**src/rtl/fpu_seq_pkg.sv**
```systemverilog
// Shared types and constants for the fp16 nibble sequencer.
//   seq_state_e : sequencer FSM states
//   op_e        : datapath operation select (mul=0, add=1)
//   FP16_*      : fp16 field widths and bit positions
//   FLAG_*      : bit positions inside the {nan,inf,zero} status vector
package fpu_seq_pkg;

  typedef enum logic [2:0] {
    S_IDLE   = 3'd0,
    S_LOAD   = 3'd1,
    S_LAUNCH = 3'd2,
    S_WAIT   = 3'd3,
    S_OUT_LO = 3'd4,
    S_OUT_HI = 3'd5
  } seq_state_e;

  typedef enum logic {
    OP_MUL = 1'b0,
    OP_ADD = 1'b1
  } op_e;

  localparam int FP16_EXP_W   = 5;
  localparam int FP16_MAN_W   = 10;
  localparam int FP16_MAN_LSB = 0;
  localparam int FP16_MAN_MSB = FP16_MAN_W - 1;
  localparam int FP16_EXP_LSB = FP16_MAN_W;
  localparam int FP16_EXP_MSB = FP16_MAN_W + FP16_EXP_W - 1;

  localparam int FLAG_ZERO = 0;
  localparam int FLAG_INF  = 1;
  localparam int FLAG_NAN  = 2;

endpackage

```
**src/rtl/fpu_nibble_sequencer_classify.sv**
```systemverilog
// fp16_classify: combinational fp16 classifier producing {nan,inf,zero}.
// Only instantiated when FPU_SEQ_STATUS_EN is defined.
//   i_mag   in  15  fp16 value without its sign bit (sign never changes the class)
//   o_flags out 3   {nan,inf,zero}
import fpu_seq_pkg::*;

module fp16_classify (
  input  logic [14:0] i_mag,
  output logic [2:0]  o_flags
);

  logic [FP16_EXP_W-1:0] w_exp;
  logic [FP16_MAN_W-1:0] w_man;

  assign w_exp = i_mag[FP16_EXP_MSB:FP16_EXP_LSB];
  assign w_man = i_mag[FP16_MAN_MSB:FP16_MAN_LSB];

  always_comb begin
    o_flags            = '0;
    o_flags[FLAG_NAN]  = (&w_exp) && (|w_man);
    o_flags[FLAG_INF]  = (&w_exp) && !(|w_man);
    o_flags[FLAG_ZERO] = !(|w_exp) && !(|w_man);
  end

endmodule

```
**src/rtl/fpu_nibble_sequencer.sv**
```systemverilog
// fpu_nibble_sequencer: front-end controller for the fp16 add/mul datapath.
// Deserialises two operands arriving one nibble per cycle (LSB nibble first),
// launches a single datapath operation, waits for its done handshake and
// returns the 16-bit result as two byte beats, low byte first.
//
// Optional feature macro: FPU_SEQ_STATUS_EN
//   defined   : out_flags carries {nan,inf,zero} of the result during both beats
//   undefined : out_flags is tied to 0 and no classifier is built
//
// Ports
//   clock, reset         posedge clock, async active-high reset
//   in_nib_a/in_nib_b    operand nibbles
//   in_sel               op select (1=add, 0=mul), latched with the last nibble
//   in_en                input frame enable
//   out_byte/out_valid   result beats
//   out_flags            {nan,inf,zero} status
//   fpu_a/fpu_b/fpu_op   operands and op to datapath
//   fpu_start            one-cycle launch pulse
//   fpu_done/fpu_result  datapath completion and result
//
// state    | meaning
// ---------+-----------------------------------------------------------
// S_IDLE   | waiting for in_en; first in_en edge is setup edge 0
// S_LOAD   | counting in_en edges, shifting nibbles in
// S_LAUNCH | fpu_start high; done may already be high this cycle
// S_WAIT   | waiting for fpu_done (no timeout)
// S_OUT_LO | out_byte = result[7:0]
// S_OUT_HI | out_byte = result[15:8]
import fpu_seq_pkg::*;

module fpu_nibble_sequencer #(
  parameter int WORD_W       = 16,
  parameter int SETUP_CYCLES = 1
) (
  input  logic              clock,
  input  logic              reset,
  input  logic [3:0]        in_nib_a,
  input  logic [3:0]        in_nib_b,
  input  logic              in_sel,
  input  logic              in_en,
  output logic [7:0]        out_byte,
  output logic              out_valid,
  output logic [2:0]        out_flags,
  output logic [WORD_W-1:0] fpu_a,
  output logic [WORD_W-1:0] fpu_b,
  output logic              fpu_op,
  output logic              fpu_start,
  input  logic              fpu_done,
  input  logic [WORD_W-1:0] fpu_result
);

  localparam int NIBBLES = WORD_W / 4;
  localparam int CNT_W   = $clog2(SETUP_CYCLES + NIBBLES + 1);
  localparam logic [CNT_W-1:0] CNT_SETUP = CNT_W'(SETUP_CYCLES);
  localparam logic [CNT_W-1:0] CNT_LAST  = CNT_W'(SETUP_CYCLES + NIBBLES - 1);
  localparam logic [CNT_W-1:0] CNT_FULL  = CNT_W'(SETUP_CYCLES + NIBBLES);
  localparam logic [CNT_W-1:0] CNT_ONE   = CNT_W'(1);

  seq_state_e r_state;
  seq_state_e w_state_nxt;

  logic [CNT_W-1:0]  r_cnt;
  logic [CNT_W-1:0]  w_cnt_nxt;
  logic [WORD_W-1:0] r_a;
  logic [WORD_W-1:0] r_b;
  op_e               r_op;
  logic              r_start;
  logic              r_valid;
  logic [7:0]        r_byte;
  logic [WORD_W-9:0] r_res_hi;

  logic       w_take;
  logic       w_last;
  logic       w_cap;
  logic       w_start_nxt;
  logic       w_valid_nxt;
  logic [7:0] w_byte_nxt;

  always_ff @(posedge clock or posedge reset) begin
    if (reset) begin
      r_state <= S_IDLE;
    end else begin
      r_state <= w_state_nxt;
    end
  end

  always_comb begin
    w_state_nxt = r_state;
    w_cnt_nxt   = '0;
    w_take      = 1'b0;
    w_last      = 1'b0;
    w_cap       = 1'b0;
    w_start_nxt = 1'b0;
    w_valid_nxt = 1'b0;
    w_byte_nxt  = '0;

    // r_cnt is 0 in IDLE, so with SETUP_CYCLES=0 the IDLE edge captures nibble 0.
    w_take = in_en && (r_state == S_IDLE || r_state == S_LOAD) &&
             (r_cnt >= CNT_SETUP) && (r_cnt < CNT_FULL);
    w_last = w_take && (r_cnt == CNT_LAST);

    case (r_state)
      S_IDLE: begin
        if (in_en) begin
          w_state_nxt = S_LOAD;
          w_cnt_nxt   = CNT_ONE;
        end
      end
      S_LOAD: begin
        if (in_en) begin
          // Saturate so trailing in_en edges can't wrap back into the capture window.
          w_cnt_nxt = (r_cnt == CNT_FULL) ? r_cnt : r_cnt + CNT_ONE;
        end else begin
          w_state_nxt = (r_cnt == CNT_FULL) ? S_LAUNCH : S_IDLE;
        end
      end
      S_LAUNCH, S_WAIT: begin
        if (fpu_done) begin
          w_state_nxt = S_OUT_LO;
          w_cap       = 1'b1;
        end else begin
          w_state_nxt = S_WAIT;
        end
      end
      S_OUT_LO: w_state_nxt = S_OUT_HI;
      S_OUT_HI: w_state_nxt = S_IDLE;
      default:  w_state_nxt = S_IDLE;
    endcase

    // Outputs are registered from the next state so they line up with it.
    case (w_state_nxt)
      S_LAUNCH: w_start_nxt = 1'b1;
      S_OUT_LO: begin
        w_valid_nxt = 1'b1;
        w_byte_nxt  = fpu_result[7:0];
      end
      S_OUT_HI: begin
        w_valid_nxt = 1'b1;
        w_byte_nxt  = r_res_hi[7:0];
      end
      default: ;
    endcase
  end

  always_ff @(posedge clock or posedge reset) begin
    if (reset) begin
      r_cnt    <= '0;
      r_a      <= '0;
      r_b      <= '0;
      r_op     <= OP_MUL;
      r_start  <= 1'b0;
      r_valid  <= 1'b0;
      r_byte   <= '0;
      r_res_hi <= '0;
    end else begin
      r_cnt   <= w_cnt_nxt;
      r_start <= w_start_nxt;
      r_valid <= w_valid_nxt;
      r_byte  <= w_byte_nxt;
      if (w_take) begin
        r_a <= {in_nib_a, r_a[WORD_W-1:4]};
        r_b <= {in_nib_b, r_b[WORD_W-1:4]};
      end
      if (w_last) begin
        r_op <= op_e'(in_sel);
      end
      if (w_cap) begin
        r_res_hi <= fpu_result[WORD_W-1:8];
      end
    end
  end

  assign fpu_a     = r_a;
  assign fpu_b     = r_b;
  assign fpu_op    = r_op;
  assign fpu_start = r_start;
  assign out_valid = r_valid;
  assign out_byte  = r_byte;

`ifdef FPU_SEQ_STATUS_EN
  logic [2:0] w_flags;
  logic [2:0] r_flags;

  fp16_classify u_classify (
    .i_mag   (fpu_result[14:0]),
    .o_flags (w_flags)
  );

  // Classified at the capture edge, held through OUT_HI, cleared otherwise.
  always_ff @(posedge clock or posedge reset) begin
    if (reset) begin
      r_flags <= '0;
    end else if (w_state_nxt == S_OUT_LO) begin
      r_flags <= w_flags;
    end else if (w_state_nxt != S_OUT_HI) begin
      r_flags <= '0;
    end
  end

  assign out_flags = r_flags;
`else
  assign out_flags = 3'b000;
`endif

endmodule

```
**config.mk**
```make
export PLATFORM = sky130hd
export DESIGN_NAME = fpu_nibble_sequencer
export DESIGN_NICKNAME = d
export VERILOG_FILES = /design/src/rtl/fpu_seq_pkg.sv /design/src/rtl/fpu_nibble_sequencer_classify.sv /design/src/rtl/fpu_nibble_sequencer.sv
export SDC_FILE = /design/constraint.sdc
export NUM_CORES = 1
export LEC_CHECK = 0
export ABC_AREA = 1
export BUFFER_PORTS_ARGS = -buffer_cell sky130_fd_sc_hd__buf_2
export CAP_MARGIN = 20
export CORE_MARGIN = 2
export CORE_UTILIZATION = 45
export CTS_CLUSTER_SIZE = 20
export DETAILED_ROUTE_END_ITERATION = 8
export HOLD_SLACK_MARGIN = 0.08
export PLACE_DENSITY_LB_ADDON = 0.12
export SYNTH_ARGS = -nofsm -noshare
export SYNTH_HDL_FRONTEND = slang
export SYNTH_SLANG_ARGS = --single-unit
```
**constraint.sdc**
```tcl
create_clock -name clock -period 3 [get_ports clock]
set_clock_uncertainty 0.05 [all_clocks]
set_input_delay 0.15 -clock clock [delete_from_list [all_inputs] [get_ports clock]]
set_output_delay 0.15 -clock clock [all_outputs]
set_load 0.02 [all_outputs]
```
; ---- Word level (Yosys, flattened, before mapping)
; Cells that the tools add are included.
; W data, S select, Z words.
[word_totals]
in_bits = 29
output_inout_bits = 46
ff_bits = 57
word_cells = 44
[classes]
order_cmp = 2
n_eq_ne = 10
n_mux = 14
n_addsub = 1
reduce_logical = 8
[ops]
columns = operator, count
row1 = $pmux W8 S2, 1
row2 = $eq A3 B3 Y1 const B, 5
row3 = $mux W3, 5
row4 = $pmux W3 S4, 1
row5 = $eq A3 B2 Y1 const B, 3
row6 = $pmux W3 S2, 1
row7 = $mux W1, 5
row8 = $logic_and A1 B1 Y1, 4
row9 = $reduce_or A2 Y1, 2
row10 = $add A3 B1 Y3 const B, 1
row11 = $eq A3 B1 Y1 const B, 1
row12 = $ge A3 B1 Y1 const B, 1
row13 = $logic_not A3 Y1, 1
row14 = $lt A3 B3 Y1 const B, 1
row15 = $ne A3 B3 Y1 const B, 1
row16 = $mux W2, 1
row17 = $logic_or A1 B1 Y1, 1

; ---- Logic depth before layout (Yosys ltp)
; Gate-level depths: netlist of run 1.
[depth]
ltp_word = 7
ltp_mapped = 8
mapped_depth_nobuf = 7

; ---- Worst setup path before layout of run 1
; No wires, ideal clock.
[synth_path]
path_kind = register to register
startpoint = reg r_cnt[1]
endpoint = reg r_a[10], in the netlist fpu_a[10]
setup_slack_ps = 1635
arrival_ps = 1198
path_buffers = 1
required_time_ps = 2833
path_stages_with_launch = 9
path_cell_list = dfrtp_1 inv_1 ha_1 inv_1 nand2_1 nand3_4 buf_6 nand2_1 nand2_1
[synth_via]
elab_chain_cells = 3
word_cells_on_any_way = 4
classes_between = order compare (2) / reduce/logical (2)
[synth_rtl]
columns = element, line_no
row1 = "start, declared", fpu_nibble_sequencer.sv:62  ; logic [CNT_W-1:0] r_cnt;
row2 = "start signal, assigned", fpu_nibble_sequencer.sv:156  ; r_cnt <= w_cnt_nxt;
row3 = $ge A3 B1 Y1, fpu_nibble_sequencer.sv:99  ; (r_cnt >= CNT_SETUP) && (r_cnt < CNT_FULL);
row4 = $logic_and A1 B1 Y1, fpu_nibble_sequencer.sv:98  ; w_take = in_en && (r_state == S_IDLE || r_state == S_LOAD) &&
row5 = $logic_and A1 B1 Y1 *, fpu_nibble_sequencer.sv:99
row6 = "end signal, assigned", fpu_nibble_sequencer.sv:161  ; r_a <= {in_nib_a, r_a[WORD_W-1:4]};
row7 = "end, declared", fpu_nibble_sequencer.sv:64  ; logic [WORD_W-1:0] r_a;
; Every way passes the cells marked *; elsewhere a longest branch is shown, timed or not.
; A chain may end at the register's enable or synchronous reset.

; ---- Worst setup path after layout of run 1
[layout_path]
startpoint = reg r_cnt[1]
endpoint = reg r_b[7], in the netlist fpu_b[7]
[layout_via]
elab_chain_cells = 3
word_cells_on_any_way = 4
classes_between = order compare (2) / reduce/logical (2)
[layout_rtl]
columns = element, line_no
row1 = $ge A3 B1 Y1, fpu_nibble_sequencer.sv:99
row2 = $logic_and A1 B1 Y1, fpu_nibble_sequencer.sv:98
row3 = $logic_and A1 B1 Y1 *, fpu_nibble_sequencer.sv:99
row4 = "end signal, assigned", fpu_nibble_sequencer.sv:162  ; r_b <= {in_nib_b, r_b[WORD_W-1:4]};
row5 = "end, declared", fpu_nibble_sequencer.sv:65  ; logic [WORD_W-1:0] r_b;
; Marks and branches as above.

==> flow_metrics.py, run 1 <==
metrics = {
    "synthesis": {
        "async_flop_share": 1.00,
        "synth_edf_count": 0,
        "cell_types_occupying_the_most_area_after_synthesis": "sky130_fd_sc_hd__dfrtp_1, sky130_fd_sc_hd__nand2_1, sky130_fd_sc_hd__nand4_1, sky130_fd_sc_hd__inv_1, sky130_fd_sc_hd__o21ai_0",
        "yosysTopAreaCellShare": 0.576,
        "synth_sequential_area_ratio": 0.576,
        "area_of_the_mapped_netlist_um2": 2480,
        "synth-main-ff-cell": "sky130_fd_sc_hd__dfrtp_1",
        "synth-seq-cells": 57,
        "yosys_warnings": 0,
        "synth_top_cell_by_area": "sky130_fd_sc_hd__dfrtp_1",
        "synth_area_per_cell_um2": 9.14,
        "synthCells": 271,
        "synth_cell_type_count": 21,
    },
    "timing": {
        "final-setup-viol-count": 0,
        "grt_setup_unrepaired": "no",
        "worst_pin_slew_ns": 0.638,
        "layout_worst_path_cycle_share": 0.668,
        "slew_violations": 0,
        "finalSetupTns_ns": 0,
        "worst_slew_margin_rel": 0.574,
        "final.min_clock_period_ns": 2.00,
        "max_frequency_mhz": 499,
        "hold_viol": 0,
        "holdWs_ns": 0.113,
    },
    "cells_and_area": {
        "post_route_cells_drive_above_1_share": 0.255,
        "diodes": 0,
        "syn_to_final_growth_pct": 32.4,
        "finalNetCount": 400,
    },
    "clock_network": {
        "clkLatencyLatePin_ns": 0.33,
        "cts-buffers-inserted": 9,
        "root_buffer_cell": "sky130_fd_sc_hd__clkbuf_8",
        "tritoncts_num_sinks": 57,
        "htree_levels": 3,
        "cts.path.max_buffers": 2,
        "clock_tree_from_tritoncts": "yes",
        "cts.clk_slew.worst_paths_ns": 0.06,
    },
    "floorplan": {
        "floorplan.die_area_um2": 6110,
        "standard_cell_core_area_um2": 5410,
        "dieWidth_um": 78.2,
        "design.portCount": 75,
        "rows": 27,
        "initial_core_util": 0.458,
        "floorplan.die.height_um": 78.2,
    },
    "worst_setup_path": {
        "critical_path.reg2reg.startpoint": "r_cnt[1]$_DFFE_PP0P_",
        "worst-path-max-fanout": 32,
        "cp-start-kind": "register",
        "worst-r2r-setup-slack_ns": 1.0,
        "reg2regPathDepth": 7,
        "worstReg2RegEnd": "fpu_b[7]$_DFFE_PP0P_",
        "crit_path_capture_type": "register",
        "worstPathRequired_ns": 3.17,
        "crit_start": "r_cnt[1]$_DFFE_PP0P_",
        "crit_path_end": "fpu_b[7]$_DFFE_PP0P_",
        "timing.setup.critical_path_class": "reg2reg",
        "cp.arrival_ns": 2.17,
    },
    "routing": {
        "route.final.wire_length_um": 5470,
        "drtAntennaViolNets": 0,
        "num_vias": 2148,
        "drt-wirelength-per-cell_um": 12.3,
        "drc": 0,
        "detail_route.iter0.violations": 176,
        "detail_route.vias_per_cell": 4.83,
        "drt-pass1-iter-count": 4,
    },
    "flow_run": {
        "drv.max_cap_violation_count": 0,
    },
    "pwr": {
        "total_power_mw": 2.15,
        "power_per_standard_cell_area_nw_per_um2": 655,
        "p_leak_nw": 1.86,
        "vdd_drop_max_mv": 0.302,
    },
    "status": {
        "run_status": "finished, final reports clean",
    },
    "min_path": {
        "min_path_type": "in2reg",
    },
    "grt": {
        "grt_max_degree": 33,
        "antenna_found_initial": 0,
        "globalRouteTotalUtil": 0.190,
        "first_global_vias": 2079,
        "grt_pass1_wl_um": 9110,
        "globalRouteOverflowTotal": 0,
    },
    "place": {
        "buffer_ports.inserted": 71,
        "hpwl_um": 3440,
        "place.gp.congestion": 0.752,
    },
}
-- Yosys cell counts (3+ instances only) --
master                     n
sky130_fd_sc_hd__o21ai_0  18
sky130_fd_sc_hd__dfrtp_1  57
sky130_fd_sc_hd__nor2_1    5
sky130_fd_sc_hd__inv_1    25
sky130_fd_sc_hd__nand3_1  15
sky130_fd_sc_hd__buf_6     3
sky130_fd_sc_hd__buf_4     6
sky130_fd_sc_hd__nand2_1  87
sky130_fd_sc_hd__buf_2     9
sky130_fd_sc_hd__nand4_1  33
sky130_fd_sc_hd__ha_1      3
-- logic make-up (layout without fill, tap and decap cells) --
kind of cell,after synthesis,after routing,synth area share
AOI/OAI and AO/OA,21,21,0.0440
adders and majority gates,3,3,0.0152
buffers and inverters,44,144,0.0894
DFF,57,57,0.576
other,1,3,0.00151
and+or+nand+nor,145,145,0.274
-- worst max-delay path: stages (launching register included) --
cell and delay [ns]:
sky130_fd_sc_hd__dfrtp_1 0.41, sky130_fd_sc_hd__inv_1 0.11, sky130_fd_sc_hd__ha_1 0.17, sky130_fd_sc_hd__inv_1 0.05, sky130_fd_sc_hd__nand2_1 0.45, sky130_fd_sc_hd__nand3_4 0.39, sky130_fd_sc_hd__nand2_1 0.18, sky130_fd_sc_hd__nand2_1 0.06
-- cells in the final DEF (no fill, tap or decap), drive strengths merged, types with 6 or more instances in the layout --
master,instances
buf,75
clkbuf,13
dfrtp,57
dlygate4sd3,27
inv,26
nand2,87
nand3,17
nand4,33
nor2,6
o21ai,20
-- per-stage QoR --
stage               cell area (um2)  utilization  worst slack [ns]  std cells
finish                         3280        0.607             0.997        445
global route                   3280        0.607             0.840        445
CTS                            3280        0.607             0.988        445
detailed placement             2840        0.525              1.03        402
global placement               2840        0.525              1.09        402
floorplan                      2480            -              1.40        273
-- final cells by class --
cell class	count	area (um2)
fill	506	2130
sequential	57	1430
multi-input combinational	172	836
timing repair buffer	102	656
clock buffer	13	159
inverter	26	97.6
tap	72	90.1
clock inverter	3	15.0
-- power by group --
part	internal, mW	switching (mW)
clock	0.341	0.287
sequential	0.900	0.0979
combinational	0.187	0.335
total	1.43	0.720
-- how the worst min path moves through the flow --
stage,from,end,slack [ns],cells past startpoint
finish,fpu_done,r_state[1]$_DFF_PP0_,0.11,3
floorplan,in_en,fpu_start$_DFF_PP0_,0.17,1
global placement,reset,r_res_hi[3]$_DFFE_PP0P_,0.23,2
global route,fpu_done,r_state[0]$_DFF_PP0_,0.13,3
detailed placement,reset,r_res_hi[2]$_DFFE_PP0P_,0.23,2
CTS,fpu_done,r_state[1]$_DFF_PP0_,0.10,3
-- state kept, by name (all words and copies together) (netlist names) --
register   count
fpu_b         16
fpu_a         16
r_cnt          3
out_byte       8
r_state        3
fpu_op         1
r_res_hi       8
out_valid      1
fpu_start      1
-- metal layers --
metal / part of all wire / up-vias / wire length (um) / GRT usage
li1: - / 1077 / - / -
met1: 0.45 / 1002 / 2460 / 0.227
met2: 0.49 / 58 / 2690 / 0.328
met3: 0.041 / 11 / 223 / 0.0414
met4: 0.018 / 0 / 96 / 0.0842
met5: 0 / - / 0 / 0
-- repair_timing --
item / in CTS / in global routing
resized for setup: 0 / 0
endpoints found under the hold margin: 58 / 0
setup buffers: 0 / 0
hold buffers: 27 / 0
No activity file was read; power rests on OpenSTA's default activity.
==> run 2: changes to the inputs <==
--- a/config.mk
+++ b/config.mk
@@ -5,7 +5,7 @@
 export SDC_FILE = /design/constraint.sdc
 export NUM_CORES = 1
 export LEC_CHECK = 0
-export ABC_AREA = 1
+export ABC_AREA = 0
 export BUFFER_PORTS_ARGS = -buffer_cell sky130_fd_sc_hd__buf_2
 export CAP_MARGIN = 20
 export CORE_MARGIN = 2
==> constraint.sdc (replaced) <==
create_clock -name clock -period 1.7 [get_ports clock]
set_clock_uncertainty 0.05 [all_clocks]
set_input_delay 0.085 -clock clock [delete_from_list [all_inputs] [get_ports clock]]
set_output_delay 0.085 -clock clock [all_outputs]
set_load 0.02 [all_outputs]
==> run 2 against run 1 <==
  * Cell area up 4.5%
  * Maximum frequency up 23%
  * Global-route usage down 0.67 points
  * Worst hold slack better by 0.23 ns
  * Clock power up 97%
  * Combinational power rose to 2.9 times the previous value
  * First-iteration DRC count down 51%
  * Count of clock-buffer cells in the layout down 2
  * Largest cell class unchanged
  * Largest power group unchanged
==> flow_metrics.py, run 2 <==
metrics = {
    "floorplan": {
        "design.portCount": 75,
        "initial_core_util": 0.471,
        "floorplan.die.height_um": 77.3,
        "floorplan.die_area_um2": 5980,
        "rows": 26,
        "dieWidth_um": 77.3,
        "standard_cell_core_area_um2": 5140,
    },
    "clock_network": {
        "clock_tree_from_tritoncts": "yes",
        "cts.path.max_buffers": 2,
        "cts.clk_slew.worst_paths_ns": 0.07,
        "root_buffer_cell": "sky130_fd_sc_hd__clkbuf_8",
        "cts-buffers-inserted": 9,
        "htree_levels": 3,
        "clkLatencyLatePin_ns": 0.32,
        "tritoncts_num_sinks": 57,
    },
    "cells_and_area": {
        "post_route_cells_drive_above_1_share": 0.549,
        "fillers": 401,
        "top_library_cells_by_usage_in_the_layout_fill_and_taps_aside": "sky130_fd_sc_hd__buf_2, sky130_fd_sc_hd__dfrtp_1, sky130_fd_sc_hd__mux2_4, sky130_fd_sc_hd__dlygate4sd3_1, sky130_fd_sc_hd__mux2_2",
        "diodes": 0,
        "syn_to_final_growth_pct": 41.7,
        "multiInputGateArea_um2": 886,
        "finalNetCount": 302,
        "register_area_um2": 1430,
        "mostFrequentLayoutCell": "sky130_fd_sc_hd__buf_2",
    },
    "timing": {
        "layout_worst_path_cycle_share": 0.962,
        "worst_pin_slew_ns": 0.648,
        "max_frequency_mhz": 611,
        "final-setup-viol-count": 0,
        "slew_violations": 0,
        "final.min_clock_period_ns": 1.64,
        "grt_setup_unrepaired": "no",
        "final_setup_slack_of_the_worst_path_ns": 0.0647,
        "hold_viol": 0,
        "worst_slew_margin_rel": 0.566,
    },
    "min_path": {
        "min_path_type": "in2async",
    },
    "grt": {
        "grt_max_degree": 31,
        "grt_pass1_wl_um": 8340,
        "globalRouteOverflowTotal": 0,
        "first_global_vias": 1778,
        "globalRouteTotalUtil": 0.183,
        "antenna_found_initial": 0,
    },
    "synthesis": {
        "synthCells": 150,
        "async_flop_share": 1.00,
        "synth.most_common_cell": "sky130_fd_sc_hd__dfrtp_1",
        "synth-main-ff-cell": "sky130_fd_sc_hd__dfrtp_1",
        "yosys_warnings": 0,
        "synth-seq-cells": 57,
        "synth_top_cell_by_area": "sky130_fd_sc_hd__dfrtp_1",
        "synth_edf_count": 0,
        "synth_cell_type_count": 27,
        "synth_area_per_cell_um2": 16.1,
        "synth_commonest_cells": "sky130_fd_sc_hd__dfrtp_1, sky130_fd_sc_hd__mux2_4, sky130_fd_sc_hd__mux2_2, sky130_fd_sc_hd__a22o_1, sky130_fd_sc_hd__nand2_1",
        "cell_types_occupying_the_most_area_after_synthesis": "sky130_fd_sc_hd__dfrtp_1, sky130_fd_sc_hd__mux2_4, sky130_fd_sc_hd__mux2_2, sky130_fd_sc_hd__a22o_1, sky130_fd_sc_hd__buf_12",
        "yosysTopAreaCellShare": 0.590,
        "area_of_the_mapped_netlist_um2": 2420,
        "synth_sequential_area_ratio": 0.590,
    },
    "place": {
        "buffer_ports.inserted": 71,
        "place.gp.congestion": 0.692,
        "post-place-ws_ns": -0.0170,
        "hpwl_um": 3320,
    },
    "routing": {
        "drc": 0,
        "drtAntennaViolNets": 0,
        "route.final.wire_length_um": 5100,
        "detail_route.vias_per_cell": 4.69,
        "drt-pass1-iter-count": 4,
        "drt-wirelength-per-cell_um": 14.8,
        "top_signal_layer_used": "met4",
        "detail_route.iter0.violations": 86,
        "wirelength_met1_um": 2010,
        "num_vias": 1617,
        "met3RoutedLength_um": 247,
        "dr_wl_met2_um": 2730,
    },
    "worst_setup_path": {
        "cp.arrival_ns": 1.79,
        "reg2regPathDepth": 5,
        "cp-start-kind": "register",
        "worstPathRequired_ns": 1.86,
        "crit_path_capture_type": "register",
        "worst-path-max-fanout": 12,
        "timing.setup.critical_path_class": "reg2reg",
    },
    "flow_run": {
        "drv.max_cap_violation_count": 0,
    },
    "pwr": {
        "p_leak_nw": 1.74,
        "total_power_mw": 4.73,
        "vdd_drop_max_mv": 0.763,
        "power_per_standard_cell_area_nw_per_um2": 1380,
    },
    "status": {
        "run_status": "finished, final reports clean",
    },
}
[run 2: cell count changes after synthesis, moves of 2 or more]
cell / previous run / this run
sky130_fd_sc_hd__mux2_2: 0 / 12
sky130_fd_sc_hd__inv_1: 25 / 4
sky130_fd_sc_hd__mux2_4: 0 / 30
sky130_fd_sc_hd__buf_4: 6 / 4
sky130_fd_sc_hd__nand4_1: 33 / 1
sky130_fd_sc_hd__nand3_1: 15 / 1
sky130_fd_sc_hd__buf_6: 3 / 1
sky130_fd_sc_hd__buf_2: 9 / 0
sky130_fd_sc_hd__buf_12: 0 / 3
sky130_fd_sc_hd__a22o_1: 0 / 8
sky130_fd_sc_hd__or2_2: 0 / 2
sky130_fd_sc_hd__nand2_1: 87 / 5
sky130_fd_sc_hd__o21ai_0: 18 / 2
[run 2: power by group]
part | switching (mW) | total (mW) | internal, mW
logic | 0.742 | 1.53 | 0.790
registers | 0.255 | 1.95 | 1.70
clock network | 0.527 | 1.24 | 0.711
[run 2: per-stage QoR]
step	instance area, um2	TNS (ns)	util	hold slack [ns]	instances
global placement	2890	0	0.562	0.134	296
detailed placement	2890	-0.230	0.562	0.147	296
finish	3430	0	0.667	0.342	345
global route	3430	0	0.667	0.378	345
CTS	3390	0	0.659	0.338	343
floorplan	2430	0	-	0.145	152
[run 2: what timing repair did]
action | CTS | global route
setup buffers | 2 | 1
gates cloned | 0 | 1
hold endpoints to repair | 55 | 0
endpoints found under the setup margin | 25 | 27
resized for setup | 0 | 3
hold buffers | 29 | 0
[run 2: cell families after synthesis]
| family | Yosys count | share of synthesized area |
|---|---|---|
| AO/OA/AOI/OAI | 14 | 0.0497 |
| XOR/XNOR | 1 | 0.00362 |
| adder cells (fa/ha/maj) | 3 | 0.0155 |
| buffers and inverters | 12 | 0.0481 |
| flip-flops | 57 | 0.590 |
| multiplexers | 42 | 0.242 |
| other | 1 | 0.00155 |
| AND/OR/NAND/NOR | 20 | 0.0497 |
[run 2: final timing paths]
kind	start	slack, ns	to
setup reg to reg	r_cnt[1]$_DFFE_PP0P_	0.06	fpu_b[10]$_DFFE_PP0P_
hold / removal	reset	0.34	out_valid$_DFF_PP0_
hold reg to reg	r_res_hi[5]$_DFFE_PP0P_	0.45	out_byte[5]$_DFF_PP0_
min in group clock	r_res_hi[5]$_DFFE_PP0P_	0.45	out_byte[5]$_DFF_PP0_
max in group asynchronous	reset	0.68	fpu_a[3]$_DFFE_PP0P_
setup / recovery	r_cnt[1]$_DFFE_PP0P_	0.06	fpu_b[10]$_DFFE_PP0P_
[run 2: cell type report]
cell class                 count  share of cell area
inverter                       4             0.00438
clock inverter                 5              0.0161
multi-input combinational     83               0.258
sequential                    57               0.416
timing repair buffer         115               0.238
tap                           70              0.0255
clock buffer                  11              0.0412
[run 2: layer usage]
metal  vias up  GRT usage
met3        10     0.0459
met1       795      0.209
met2        54      0.313
li1        758          -
met5         -          0
met4         0      0.100
[run 2: critical path: stages, from the launching register on]
cell and delay [ns]:
sky130_fd_sc_hd__dfrtp_1 0.37, sky130_fd_sc_hd__inv_1 0.08, sky130_fd_sc_hd__ha_2 0.18, sky130_fd_sc_hd__o311a_4 0.35, sky130_fd_sc_hd__clkbuf_16 0.20, sky130_fd_sc_hd__mux2_4 0.30
==> run 3: changes to the inputs <==
--- a/config.mk
+++ b/config.mk
@@ -14,6 +14,7 @@
 export DETAILED_ROUTE_END_ITERATION = 8
 export HOLD_SLACK_MARGIN = 0.08
 export PLACE_DENSITY_LB_ADDON = 0.12
+export SETUP_SLACK_MARGIN = 0.3
 export SYNTH_ARGS = -nofsm -noshare
 export SYNTH_HDL_FRONTEND = slang
 export SYNTH_SLANG_ARGS = --single-unit
==> run 3 against run 2 <==
  * Maximum frequency shrank 0.49%
  * Setup slack got worse by 0.0081 ns
  * Worst hold slack worse by 0.017 ns
==> flow_metrics.py, run 3 (synthesis results as in run 2) <==
metrics = {
    "floorplan": {
        "design.portCount": 75,
        "floorplan.die_area_um2": 5980,
        "initial_core_util": 0.471,
        "floorplan.die.height_um": 77.3,
        "standard_cell_core_area_um2": 5140,
        "dieWidth_um": 77.3,
        "rows": 26,
    },
    "grt": {
        "grt_pass1_wl_um": 8710,
        "globalRouteOverflowTotal": 0,
        "grt_max_degree": 30,
        "antenna_found_initial": 0,
        "globalRouteTotalUtil": 0.189,
        "first_global_vias": 1771,
    },
    "timing": {
        "grt_setup_unrepaired": "yes",
        "hold_viol": 0,
        "worst_pin_slew_ns": 0.622,
        "holdWs_ns": 0.324,
        "final-setup-viol-count": 0,
        "max_frequency_mhz": 608,
        "final.min_clock_period_ns": 1.64,
        "final_setup_slack_of_the_worst_path_ns": 0.0565,
        "worst_slew_margin_rel": 0.584,
        "finalSetupTns_ns": 0,
        "slew_violations": 0,
        "layout_worst_path_cycle_share": 0.967,
    },
    "routing": {
        "detail_route.iter0.violations": 48,
        "drc": 0,
        "drt-wirelength-per-cell_um": 14.8,
        "drtAntennaViolNets": 0,
        "drt-pass1-iter-count": 4,
        "met3RoutedLength_um": 314,
        "route.final.wire_length_um": 5180,
        "wirelength_met1_um": 2160,
        "dr_wl_met2_um": 2580,
        "detail_route.vias_per_cell": 4.79,
        "top_signal_layer_used": "met4",
        "num_vias": 1677,
    },
    "cells_and_area": {
        "diodes": 0,
        "syn_to_final_growth_pct": 47.9,
        "top_library_cells_by_usage_in_the_layout_fill_and_taps_aside": "sky130_fd_sc_hd__buf_2, sky130_fd_sc_hd__dfrtp_1, sky130_fd_sc_hd__mux2_4, sky130_fd_sc_hd__dlygate4sd3_1, sky130_fd_sc_hd__clkbuf_8",
        "fillers": 385,
        "finalNonFillerCells": 350,
        "post_route_cells_drive_above_1_share": 0.568,
        "mostFrequentLayoutCell": "sky130_fd_sc_hd__buf_2",
        "finalNetCount": 307,
    },
    "place": {
        "placedCellCount": 295,
        "post-place-ws_ns": 0.0279,
        "buffer_ports.inserted": 71,
        "place.gp.congestion": 0.811,
        "hpwl_um": 3270,
    },
    "pwr": {
        "fraction_of_power_spent_switching_nets": 0.314,
        "comb_power_share": 0.320,
        "net-switching-power_mw": 1.51,
        "power_per_standard_cell_area_nw_per_um2": 1340,
        "vdd_drop_max_mv": 0.692,
        "clock_power_share": 0.270,
        "p_leak_nw": 1.80,
        "power.sequential.fraction": 0.410,
        "cell_internal_pwr_mw": 3.29,
    },
    "worst_setup_path": {
        "cp-start-kind": "register",
        "worst-path-max-fanout": 17,
        "cp.arrival_ns": 1.81,
        "crit_path_capture_type": "register",
        "timing.setup.critical_path_class": "reg2reg",
        "worstPathRequired_ns": 1.87,
    },
    "clock_network": {
        "cts-buffers-inserted": 9,
        "cts.path.max_buffers": 2,
        "clkLatencyLatePin_ns": 0.33,
        "htree_levels": 3,
        "cts.clk_slew.worst_paths_ns": 0.06,
        "tritoncts_num_sinks": 57,
        "clock_tree_from_tritoncts": "yes",
        "root_buffer_cell": "sky130_fd_sc_hd__clkbuf_8",
    },
    "min_path": {
        "min_path_type": "in2async",
    },
    "status": {
        "run_status": "finished, final reports clean",
    },
    "flow_run": {
        "drv.max_cap_violation_count": 0,
    },
}
run 3: changes by cell type in the layout (fill, tap and decap cells not counted), moves of 2 or more:
| cell | previous run | this run |
|---|---|---|
| sky130_fd_sc_hd__mux2_2 | 12 | 2 |
| sky130_fd_sc_hd__mux2_4 | 30 | 40 |
| sky130_fd_sc_hd__buf_6 | 1 | 5 |
| sky130_fd_sc_hd__clkbuf_8 | 10 | 12 |
run 3: cell type report:
cell class,instances,area (um2),area share
Sequential cell,57,1430,0.399
Multi-Input combinational cell,83,955,0.267
Timing Repair Buffer,120,882,0.247
Clock buffer,14,173,0.0483
Tap cell,70,87.6,0.0245
Clock inverter,2,35.0,0.00979
Inverter,4,18.8,0.00525
run 3: worst paths after layout:
kind	endpoint	slack, ns	from	depth (start not counted)
worst max-delay path	fpu_a[13]$_DFFE_PP0P_	0.06	r_cnt[1]$_DFFE_PP0P_	5
worst min-delay path	fpu_a[13]$_DFFE_PP0P_	0.32	reset	3
worst max register to register	fpu_a[13]$_DFFE_PP0P_	0.06	r_cnt[1]$_DFFE_PP0P_	5
worst min register to register	out_byte[6]$_DFF_PP0_	0.46	r_res_hi[6]$_DFFE_PP0P_	1
max in group asynchronous	fpu_b[0]$_DFFE_PP0P_	0.74	reset	4
min in group clock	r_cnt[0]$_DFFE_PP0P_	0.38	in_en	5
run 3: worst max-delay path, stage by stage (launching register included):
cell and delay [ns]:
sky130_fd_sc_hd__dfrtp_1 0.42, sky130_fd_sc_hd__inv_2 0.08, sky130_fd_sc_hd__ha_4 0.16, sky130_fd_sc_hd__o311a_4 0.34
sky130_fd_sc_hd__buf_12 0.17, sky130_fd_sc_hd__mux2_4 0.30
run 3: power by group through the flow:
| stage | logic [mW] | clock network (mW) | registers [mW] |
|---|---|---|---|
| after floorplan | 0.621 | 0 | 2.35 |
| after global placement | 1.45 | 0 | 1.96 |
| after detailed placement | 1.47 | 0 | 1.99 |
| after CTS | 1.54 | 1.33 | 1.97 |
| after global routing | 1.62 | 1.42 | 2.02 |
| final | 1.53 | 1.30 | 1.97 |
run 3: routing by layer:
layer / GRT usage / up-vias
li1: - / 778
met1: 0.229 / 824
met2: 0.303 / 62
met3: 0.0518 / 13
met4: 0.105 / 0
met5: 0 / -
run 3: timing repair:
item | 4_1_cts | 5_1_grt
gates cloned | 1 | 0
endpoints found under the hold margin | 56 | 0
hold buffers | 28 | 0
setup buffers | 7 | 3
gates resized for setup | 6 | 14
setup endpoints to repair | 50 | 50
pin swaps | 1 | 6
run 3: metrics by stage:
stage,total power [mW],util,cell area [um2]
2_1_floorplan,2.97,-,2450
3_3_place_gp,3.41,0.565,2900
3_5_place_dp,3.47,0.565,2900
4_1_cts,4.85,0.682,3500
5_1_grt,5.06,0.696,3580
6_report,4.80,0.696,3580
